### config.mk
export PLATFORM = sky130hd
export DESIGN_NAME = cpu_sequencer
export DESIGN_NICKNAME = d
export VERILOG_FILES = /design/src/rtl/cpu_sequencer.sv
export SDC_FILE = /design/constraint.sdc
export NUM_CORES = 1
export LEC_CHECK = 0
export ABC_AREA = 1
export BUFFER_PORTS_ARGS = -buffer_cell sky130_fd_sc_hd__buf_4
export CORE_ASPECT_RATIO = 0.6
export CORE_MARGIN = 2
export CORE_UTILIZATION = 44
export CTS_CLUSTER_DIAMETER = 150
export DETAILED_ROUTE_END_ITERATION = 12
export PLACE_DENSITY_LB_ADDON = 0.25
export SETUP_SLACK_MARGIN = 0.05
export SYNTH_ARGS = -nofsm -noshare
export SYNTH_HDL_FRONTEND = slang
export SYNTH_SLANG_ARGS = --single-unit
### constraint.sdc
create_clock -name clk -period 1.7 [get_ports clk]
set_input_delay 0.17 -clock clk [delete_from_list [all_inputs] [get_ports clk]]
set_output_delay 0.17 -clock clk [all_outputs]
set_load 0.05 [all_outputs]
### src/rtl/cpu_sequencer.sv
// Multi-cycle sequencer for the single-cycle MIPS datapath sharing one memory bus.
// Walks FETCH -> EXEC -> (MEM -> WB) per instruction, with a bus-wait timeout into a sticky FAULT.
module cpu_sequencer #(
  parameter int Dbits   = 32,
  parameter int TIMEOUT = 15,
  parameter int CNTW    = 32
) (
  input  logic             clk,
  input  logic             reset,
  input  logic             run,
  input  logic [Dbits-1:0] pc,
  input  logic [Dbits-1:0] dp_mem_addr,
  input  logic [Dbits-1:0] dp_wdata,
  input  logic             dec_werf,
  input  logic             dec_memrd,
  input  logic             dec_memwr,
  output logic             bus_req,
  output logic             bus_we,
  output logic [Dbits-1:0] bus_addr,
  output logic [Dbits-1:0] bus_wdata,
  input  logic [Dbits-1:0] bus_rdata,
  input  logic             bus_ready,
  output logic [Dbits-1:0] instr,
  output logic [Dbits-1:0] mem_readdata,
  output logic             pc_enable,
  output logic             werf,
  output logic             busy,
  output logic             fault,
  output logic [CNTW-1:0]  instr_count
);

  localparam int WCW = $clog2(TIMEOUT + 1);

  typedef enum logic [2:0] {
    IDLE  = 3'd0,
    FETCH = 3'd1,
    EXEC  = 3'd2,
    MEM   = 3'd3,
    WB    = 3'd4,
    FAULT = 3'd5
  } state_t;

  state_t         state_r;
  state_t         state_next_s;
  logic [WCW-1:0] wait_cnt_r;
  logic           timed_out_s;
  logic           mem_op_s;

  assign timed_out_s = (wait_cnt_r == WCW'(TIMEOUT));
  assign mem_op_s    = dec_memrd | dec_memwr;

  // State register.
  always_ff @(posedge clk) begin
    if (reset) begin
      state_r <= IDLE;
    end else begin
      state_r <= state_next_s;
    end
  end

  // Next-state logic; a ready on the cycle the counter hits TIMEOUT still completes the transfer.
  always_comb begin
    state_next_s = state_r;
    case (state_r)
      IDLE: begin
        if (run) state_next_s = FETCH;
        else     state_next_s = IDLE;
      end
      FETCH: begin
        if (bus_ready)        state_next_s = EXEC;
        else if (timed_out_s) state_next_s = FAULT;
        else                  state_next_s = FETCH;
      end
      EXEC: begin
        if (mem_op_s) state_next_s = MEM;
        else if (run) state_next_s = FETCH;
        else          state_next_s = IDLE;
      end
      MEM: begin
        if (bus_ready)        state_next_s = WB;
        else if (timed_out_s) state_next_s = FAULT;
        else                  state_next_s = MEM;
      end
      WB: begin
        if (run) state_next_s = FETCH;
        else     state_next_s = IDLE;
      end
      FAULT:   state_next_s = FAULT;
      default: state_next_s = IDLE;
    endcase
  end

  // Output decode from state; only the MEM bus fields follow the (held) datapath.
  always_comb begin
    bus_req   = 1'b0;
    bus_we    = 1'b0;
    bus_addr  = {Dbits{1'b0}};
    bus_wdata = {Dbits{1'b0}};
    pc_enable = 1'b0;
    werf      = 1'b0;
    busy      = 1'b1;
    fault     = 1'b0;
    case (state_r)
      IDLE: busy = 1'b0;
      FETCH: begin
        bus_req  = 1'b1;
        bus_addr = pc;
      end
      EXEC: begin
        if (mem_op_s) begin
          pc_enable = 1'b0;
          werf      = 1'b0;
        end else begin
          pc_enable = 1'b1;
          werf      = dec_werf;
        end
      end
      MEM: begin
        bus_req   = 1'b1;
        bus_we    = dec_memwr;
        bus_addr  = dp_mem_addr;
        bus_wdata = dp_wdata;
      end
      WB: begin
        pc_enable = 1'b1;
        werf      = dec_werf;
      end
      FAULT: begin
        busy  = 1'b0;
        fault = 1'b1;
      end
      default: busy = 1'b0;
    endcase
  end

  // Data latches, retire counter and bus wait counter (cleared whenever no request is waiting).
  always_ff @(posedge clk) begin
    if (reset) begin
      instr        <= {Dbits{1'b0}};
      mem_readdata <= {Dbits{1'b0}};
      instr_count  <= {CNTW{1'b0}};
      wait_cnt_r   <= {WCW{1'b0}};
    end else begin
      if (state_r == FETCH && bus_ready) instr <= bus_rdata;
      if (state_r == MEM && bus_ready) mem_readdata <= bus_rdata;
      if (pc_enable) instr_count <= instr_count + CNTW'(1);
      if (bus_req && !bus_ready) wait_cnt_r <= wait_cnt_r + WCW'(1);
      else                       wait_cnt_r <= {WCW{1'b0}};
    end
  end

endmodule

==> out/qor.txt, run 1 <==
status = finished with violations
failing checks = negative setup slack
initial DRC count = 648
Async SR Flop Fraction = 0%
Setup Skew = 11.6 ps
Post-Syn Area = 4990 um^2
H-tree Lvls = 3
syn_nets = 872
via count = 6658
largest net degree at the start of global routing = 42
Clock Latency Late Sink = 340 ps
io pins = 301
DRT Pass-1 Iters = 6
slack of the critical path = -178 ps
Synth Flop Type = dfxtp_1
max cap viols = 0
die area = 12200 um^2
Yosys reg bits = 103
vias in the first global route = 5848
Bufs on Longest Clock Path = 2
Pint = 0.00430 W
Final Core Density = 83.5%
CTS tree = done
worst vdd rail ir drop = 0.000591 V
Critical path origin = state_r[0]
part of the power in the clock network = 32.8%
antenna viol nets, final = 0
Core Region = 11200 um^2
sequential share of the synthesized area = 41.3%
die width = 142 um
critical path class = reg -> out
CP most frequent cell = buf_8
CP arrival = 1710 ps
Synth cell types = 29
unrepaired setup endpoints after global routing = true
Setup-failing EPs final = 65
layout cell share with drive strength beyond 1 = 47.1%
Placer Congestion = 1.02
antenna cells = 0
Area Growth Syn to Fin = 87.0%
minimum clock period = 1880 ps
Sink Count = 103
global route overflow = 0
CP Max Fanout = 7
Gate Count Post-Synth = 735
final hold vios = 0
hold crit path type = in -> reg
initial core utilization = 44.6%
Vias/cell = 5.49
crit-path cells = inv_2, nor2_4, nand2_2, clkinvlp_4, buf_6, buf_8, a22o_4, buf_8
Sw Ratio = 31.6%
dpl hpwl = 15400 um
Max-slew headroom = 65.8%
LEAKAGE = 4.35 nW
top cells by area, synth = dfxtp_1 (41%), nor2_1 (13%), nand2_1 (8.6%)
Largest stage delay, worst path = 330 ps
DRT Wirelength = 23800 um
Reg clk slew, reported paths = 70 ps
drt drc = 0
Comb power frac = 27.3%
Tightest Pin Transition = 513 ps
sequential power share = 39.9%
CTS Root Cell = clkbuf_16
FF-to-FF Start = state_r[0]
Max Clock Freq = 0.532 GHz
Req. time, crit path = 1530 ps
Syn Area/Cell = 6.79 um^2
max-slew violations = 0
CP Launch Type = register
Worst Hold Launch = bus_rdata[17]
FP Rows = 30
nets = 1200
dpl ws = 81.8 ps
power consumption = 0.00629 W
crit share post-route = 110%
Synth top cells by count = nor2_1 (171), nand2_1 (115), dfxtp_1 (103)
critical path's slowest cell = dfxtp_2
port buffer count = 300
first-pass GRT wire length = 32500 um
Tot GR Track Use = 34.2%
initial antenna violation count = 0
top cell type's share of synthesized area = 41.3%
Chip Height = 86.5 um
Power Density = 674 nW/um^2
Yosys top cell by area = dfxtp_1
count leader, synth = nor2_1
routed length per instance = 19.6 um
CTS Buf Count = 9
sw power = 0.00199 W
crit path capture type = primary output
synth warn = 0
Post-synth EDFFs = 0
==> cells by family after synthesis <==
kind of cell               count (synthesis)  share of synthesized area (%)
adders and majority gates                  2                          0.501
buffers and inverters                    120                           10.2
xor gates and xnor gates                   1                          0.175
AOI/OAI and AO/OA                        129                           15.5
and+or+nand+nor                          380                           32.3
DFF                                      103                           41.3
==> layout by cell type (no fill, tap or decap), drive strengths merged <==
cell type,count
a21oi,50
nand4,14
xnor2,1
nand2,118
and3,1
or2,2
inv,83
clkinv,2
buf,352
nor2,176
a31oi,3
clkinvlp,1
o21ai,42
dfxtp,103
a22o,32
bufbuf,1
ha,2
clkbuf,14
nor3,6
nand3,62
o21bai,2
nor3b,1
==> cell type report <==
| type | instances | area, um^2 |
|---|---|---|
| Multi-Input combinational cell | 512 | 3090 |
| Tap cell | 144 | 180 |
| Fill cell | 669 | 1850 |
| Sequential cell | 103 | 2090 |
| Clock inverter | 5 | 46.3 |
| Timing Repair Buffer | 356 | 3360 |
| Clock buffer | 11 | 253 |
| Inverter | 81 | 323 |
==> critical path, delay by kind of cell (launching register included) <==
| kind | cells | cell delay [ps] |
|---|---|---|
| compound gates | 1 | 140 |
| flops | 1 | 330 |
| buf+inv | 5 | 580 |
| simple gates | 2 | 310 |
==> power groups by stage <==
| stage | logic (W) | clock network [W] | registers (W) |
|---|---|---|---|
| after global placement | 0.00137 | 0 | 0.00256 |
| after detailed placement | 0.00138 | 0 | 0.00256 |
| after floorplan | 0.000614 | 0 | 0.00276 |
| final | 0.00172 | 0.00206 | 0.00251 |
| after CTS | 0.00157 | 0.00209 | 0.00251 |
| after global routing | 0.00177 | 0.00219 | 0.00252 |
==> worst paths after layout <==
check,endpoint,slack [ps],depth (start not counted)
setup / recovery,bus_addr[21],-180,8
hold / removal,instr[17],50,3
setup reg to reg,instr[24],-30,10
hold reg to reg,wait_cnt_r[0],460,1
==> flip-flops by register name (all words and copies together) (netlist names) <==
signal	count
instr	32
instr_count	32
mem_readdata	32
wait_cnt_r	4
state_r	3
==> metrics by stage <==
stage	area, um^2	cells	setup TNS, ps	hold slack, ps
final	9340	1212	-6710	48.2
after global routing	9340	1212	-11600	52.6
after CTS	8950	1201	-5310	48.1
after detailed placement	7970	1169	0	410
after global placement	7970	1169	0	403
after floorplan	5490	735	-324	305
==> routing by layer <==
metal | vias to the layer above | GRT usage [%] | wire length [um] | share of wire [%]
met5 | - | 0 | 0 | 0
met4 | 0 | 8.45 | 808 | 3.4
met3 | 77 | 11.4 | 2770 | 12
met2 | 400 | 54.8 | 10900 | 46
met1 | 3139 | 44.9 | 9330 | 39
li1 | 3042 | - | - | -
==> what timing repair did <==
item                                    in CTS  in global routing
buffers inserted                            13                 10
pin swaps                                   23                 35
hold buffers                                 0                  0
gates cloned                                 4                  4
endpoints found under the setup margin      67                118
gates resized for setup                    123                 89
Note: power is estimated with default switching activity, not from simulation.
==> run 2: changes to the inputs <==
--- a/config.mk
+++ b/config.mk
@@ -7,11 +7,10 @@
 export LEC_CHECK = 0
 export ABC_AREA = 1
 export BUFFER_PORTS_ARGS = -buffer_cell sky130_fd_sc_hd__buf_4
-export CORE_ASPECT_RATIO = 0.6
-export CORE_MARGIN = 2
-export CORE_UTILIZATION = 44
+export CORE_AREA = 2 2 116 118
 export CTS_CLUSTER_DIAMETER = 150
 export DETAILED_ROUTE_END_ITERATION = 12
+export DIE_AREA = 0 0 118 120
 export PLACE_DENSITY_LB_ADDON = 0.25
 export SETUP_SLACK_MARGIN = 0.05
 export SYNTH_ARGS = -nofsm -noshare
==> constraint.sdc (replaced) <==
create_clock -name clk -period 2.3 [get_ports clk]
set_input_delay 0.115 -clock clk [delete_from_list [all_inputs] [get_ports clk]]
set_output_delay 0.115 -clock clk [all_outputs]
set_load 0.05 [all_outputs]
==> run 2 against run 1 <==
Against the previous run: the flow now finishes without violations; clock skew decreased by 2.0 ps; routed wire length decreased by 20%; combinational power decreased by 46%; sequential cell count unchanged; register-to-register slack improved by 670 ps; power decreased by 30%; clock-buffer cell count decreased by 2; non-clock buffer count decreased by 42.
==> out/qor.txt, run 2 (synthesis results as in run 1) <==
routed length per instance = 15.8 um (-19%)
max-slew violations = 0 (unchanged)
largest net degree at the start of global routing = 48 (+14%)
die area = 14200 um^2 (+16%)
CP most frequent cell = inv_2
status = finished clean
Core Region = 13000 um^2 (+16%)
Reg clk slew, reported paths = 60 ps (about the same)
Bufs and invs on worst path = 4 (-1)
critical path's slowest cell = dfxtp_1
hold crit path type = in -> reg
CP arrival = 1980 ps (+270 ps)
antenna viol nets, final = 0 (unchanged)
critical path class = reg -> out
Bufs on Longest Clock Path = 2 (unchanged)
minimum clock period = 2100 ps
final hold vios = 0 (unchanged)
worst vdd rail ir drop = 0.000417 V (-29%)
CTS resizes = 0 (-100%)
met3 GRT Util = 7.22% (-4.2 points)
Chip Height = 120 um (+39%)
CTS tree = done
TNS Setup = 0 ps (+6710 ps)
crit share post-route = 91.2%
via count = 5879 (-12%)
initial antenna violation count = 6 (+6)
first-pass GRT wire length = 29200 um (-10%)
Placer Congestion = 0.891 (-13%)
CTS Hold Buffers Added = 6 (+6)
die width = 118 um (-17%)
most frequent cells in the layout = buf_4 (306), nor2_1 (171), nand2_1 (115)
Clock Latency Late Sink = 350 ps (about the same)
DRT Wirelength = 19100 um (-20%)
Largest stage delay, worst path = 370 ps (+40 ps)
Global Route met2 Usage = 44.7% (-10 points)
Req. time, crit path = 2180 ps (+650 ps)
DRT Pass-1 Iters = 5 (-1)
crit path capture type = primary output
io pins = 301 (unchanged)
global route overflow = 0 (unchanged)
initial DRC count = 342 (-47%)
H-tree Lvls = 3 (unchanged)
GR Util met1 = 29.9% (-15 points)
Hold Path Depth = 3 (unchanged)
Worst path top cell family by delay = buffers and inverters
Regs by FF count = instr x32, instr_count x32, mem_readdata x32
vias in the first global route = 5438 (-7.0%)
layout cell share with drive strength beyond 1 = 33.0% (-14 points)
CP Max Fanout = 29 (+22)
Setup Skew = 9.57 ps (-2.03 ps)
Area Growth Syn to Fin = 54.8%
CP Launch Type = register
crit-path cells = inv_2, nor2_4, nand2_2, inv_2, buf_12, a22o_1, buf_4
dpl hpwl = 14800 um (-3.5%)
Tot GR Track Use = 26.2% (-8.0 points)
LEAKAGE = 3.78 nW (-13%)
Max Clock Freq = 0.477 GHz
unrepaired setup endpoints after global routing = false
FP Rows = 42 (+40%)
drt drc = 0 (unchanged)
CTS Buf Count = 9 (unchanged)
cell count of the worst reg-to-reg path = 9 (-1)
CTS Root Cell = clkbuf_16
Power Density = 570 nW/um^2 (-15%)
post-CTS setup buffer count = 0 (-13)
power consumption = 0.00440 W (-30%)
most common cell after layout, fill and taps aside = buf_4
Sink Count = 103 (unchanged)
initial core utilization = 38.5% (-6.2 points)
max cap viols = 0 (unchanged)
port buffer count = 300 (unchanged)
Tightest Pin Transition = 612 ps (+98.9 ps)
GR peak layer = met2
Vias/cell = 4.87 (-11%)
Setup-failing EPs final = 0 (-100%)
Crit path depth = 7 (-1)
nets = 1158 (-3.5%)
Max-slew headroom = 59.2% (-6.7 points)
-- run 2: per-stage QoR --
stage | setup slack, ps | hold slack, ps | cell area, um^2 | util (%) | std cells
2_1_floorplan | 397 | 250 | 4990 | - | 735
4_1_cts | 184 | 0.423 | 7710 | 59.4 | 1201
5_1_grt | 50.9 | 10.5 | 7730 | 59.6 | 1207
6_report | 202 | 7.73 | 7730 | 59.6 | 1207
3_3_place_gp | 608 | 348 | 7340 | 56.6 | 1180
3_5_place_dp | 570 | 355 | 7340 | 56.6 | 1180
-- run 2: tightest hold or removal path, cell delays in order --
cell    delay [ps]
buf_4           80
nor2_1          30
nor2_1          80
-- run 2: cell type report --
cell class / instances / area, um^2
flip-flops and latches: 103 / 2060
well taps: 176 / 220
inverters: 81 / 304
clock inverters: 6 / 86.3
diodes: 6 / 15.0
multi-input cells: 512 / 2420
repair buffers: 314 / 2400
clock buffers: 9 / 225
fillers: 1218 / 5250
-- run 2: final timing paths --
path,slack (ps),to,start
min,8,instr[13],bus_rdata[13]
max,200,bus_addr[13],state_r[0]
min reg2reg,450,wait_cnt_r[0],wait_cnt_r[0]
max reg2reg,640,instr_count[25],state_r[1]
-- run 2: routing by layer --
layer | vias to the layer above | part of all wire (%)
li1 | 2943 | -
met1 | 2670 | 39
met2 | 231 | 49
met3 | 35 | 7.8
met4 | 0 | 4.1
met5 | - | 0
-- run 2: where the power goes --
part	internal, W	switching, W	total, W
sequential	0.00183	0.0000256	0.00185
combinational	0.000343	0.000592	0.000935
clock	0.000946	0.000669	0.00161
total	0.00312	0.00129	0.00440
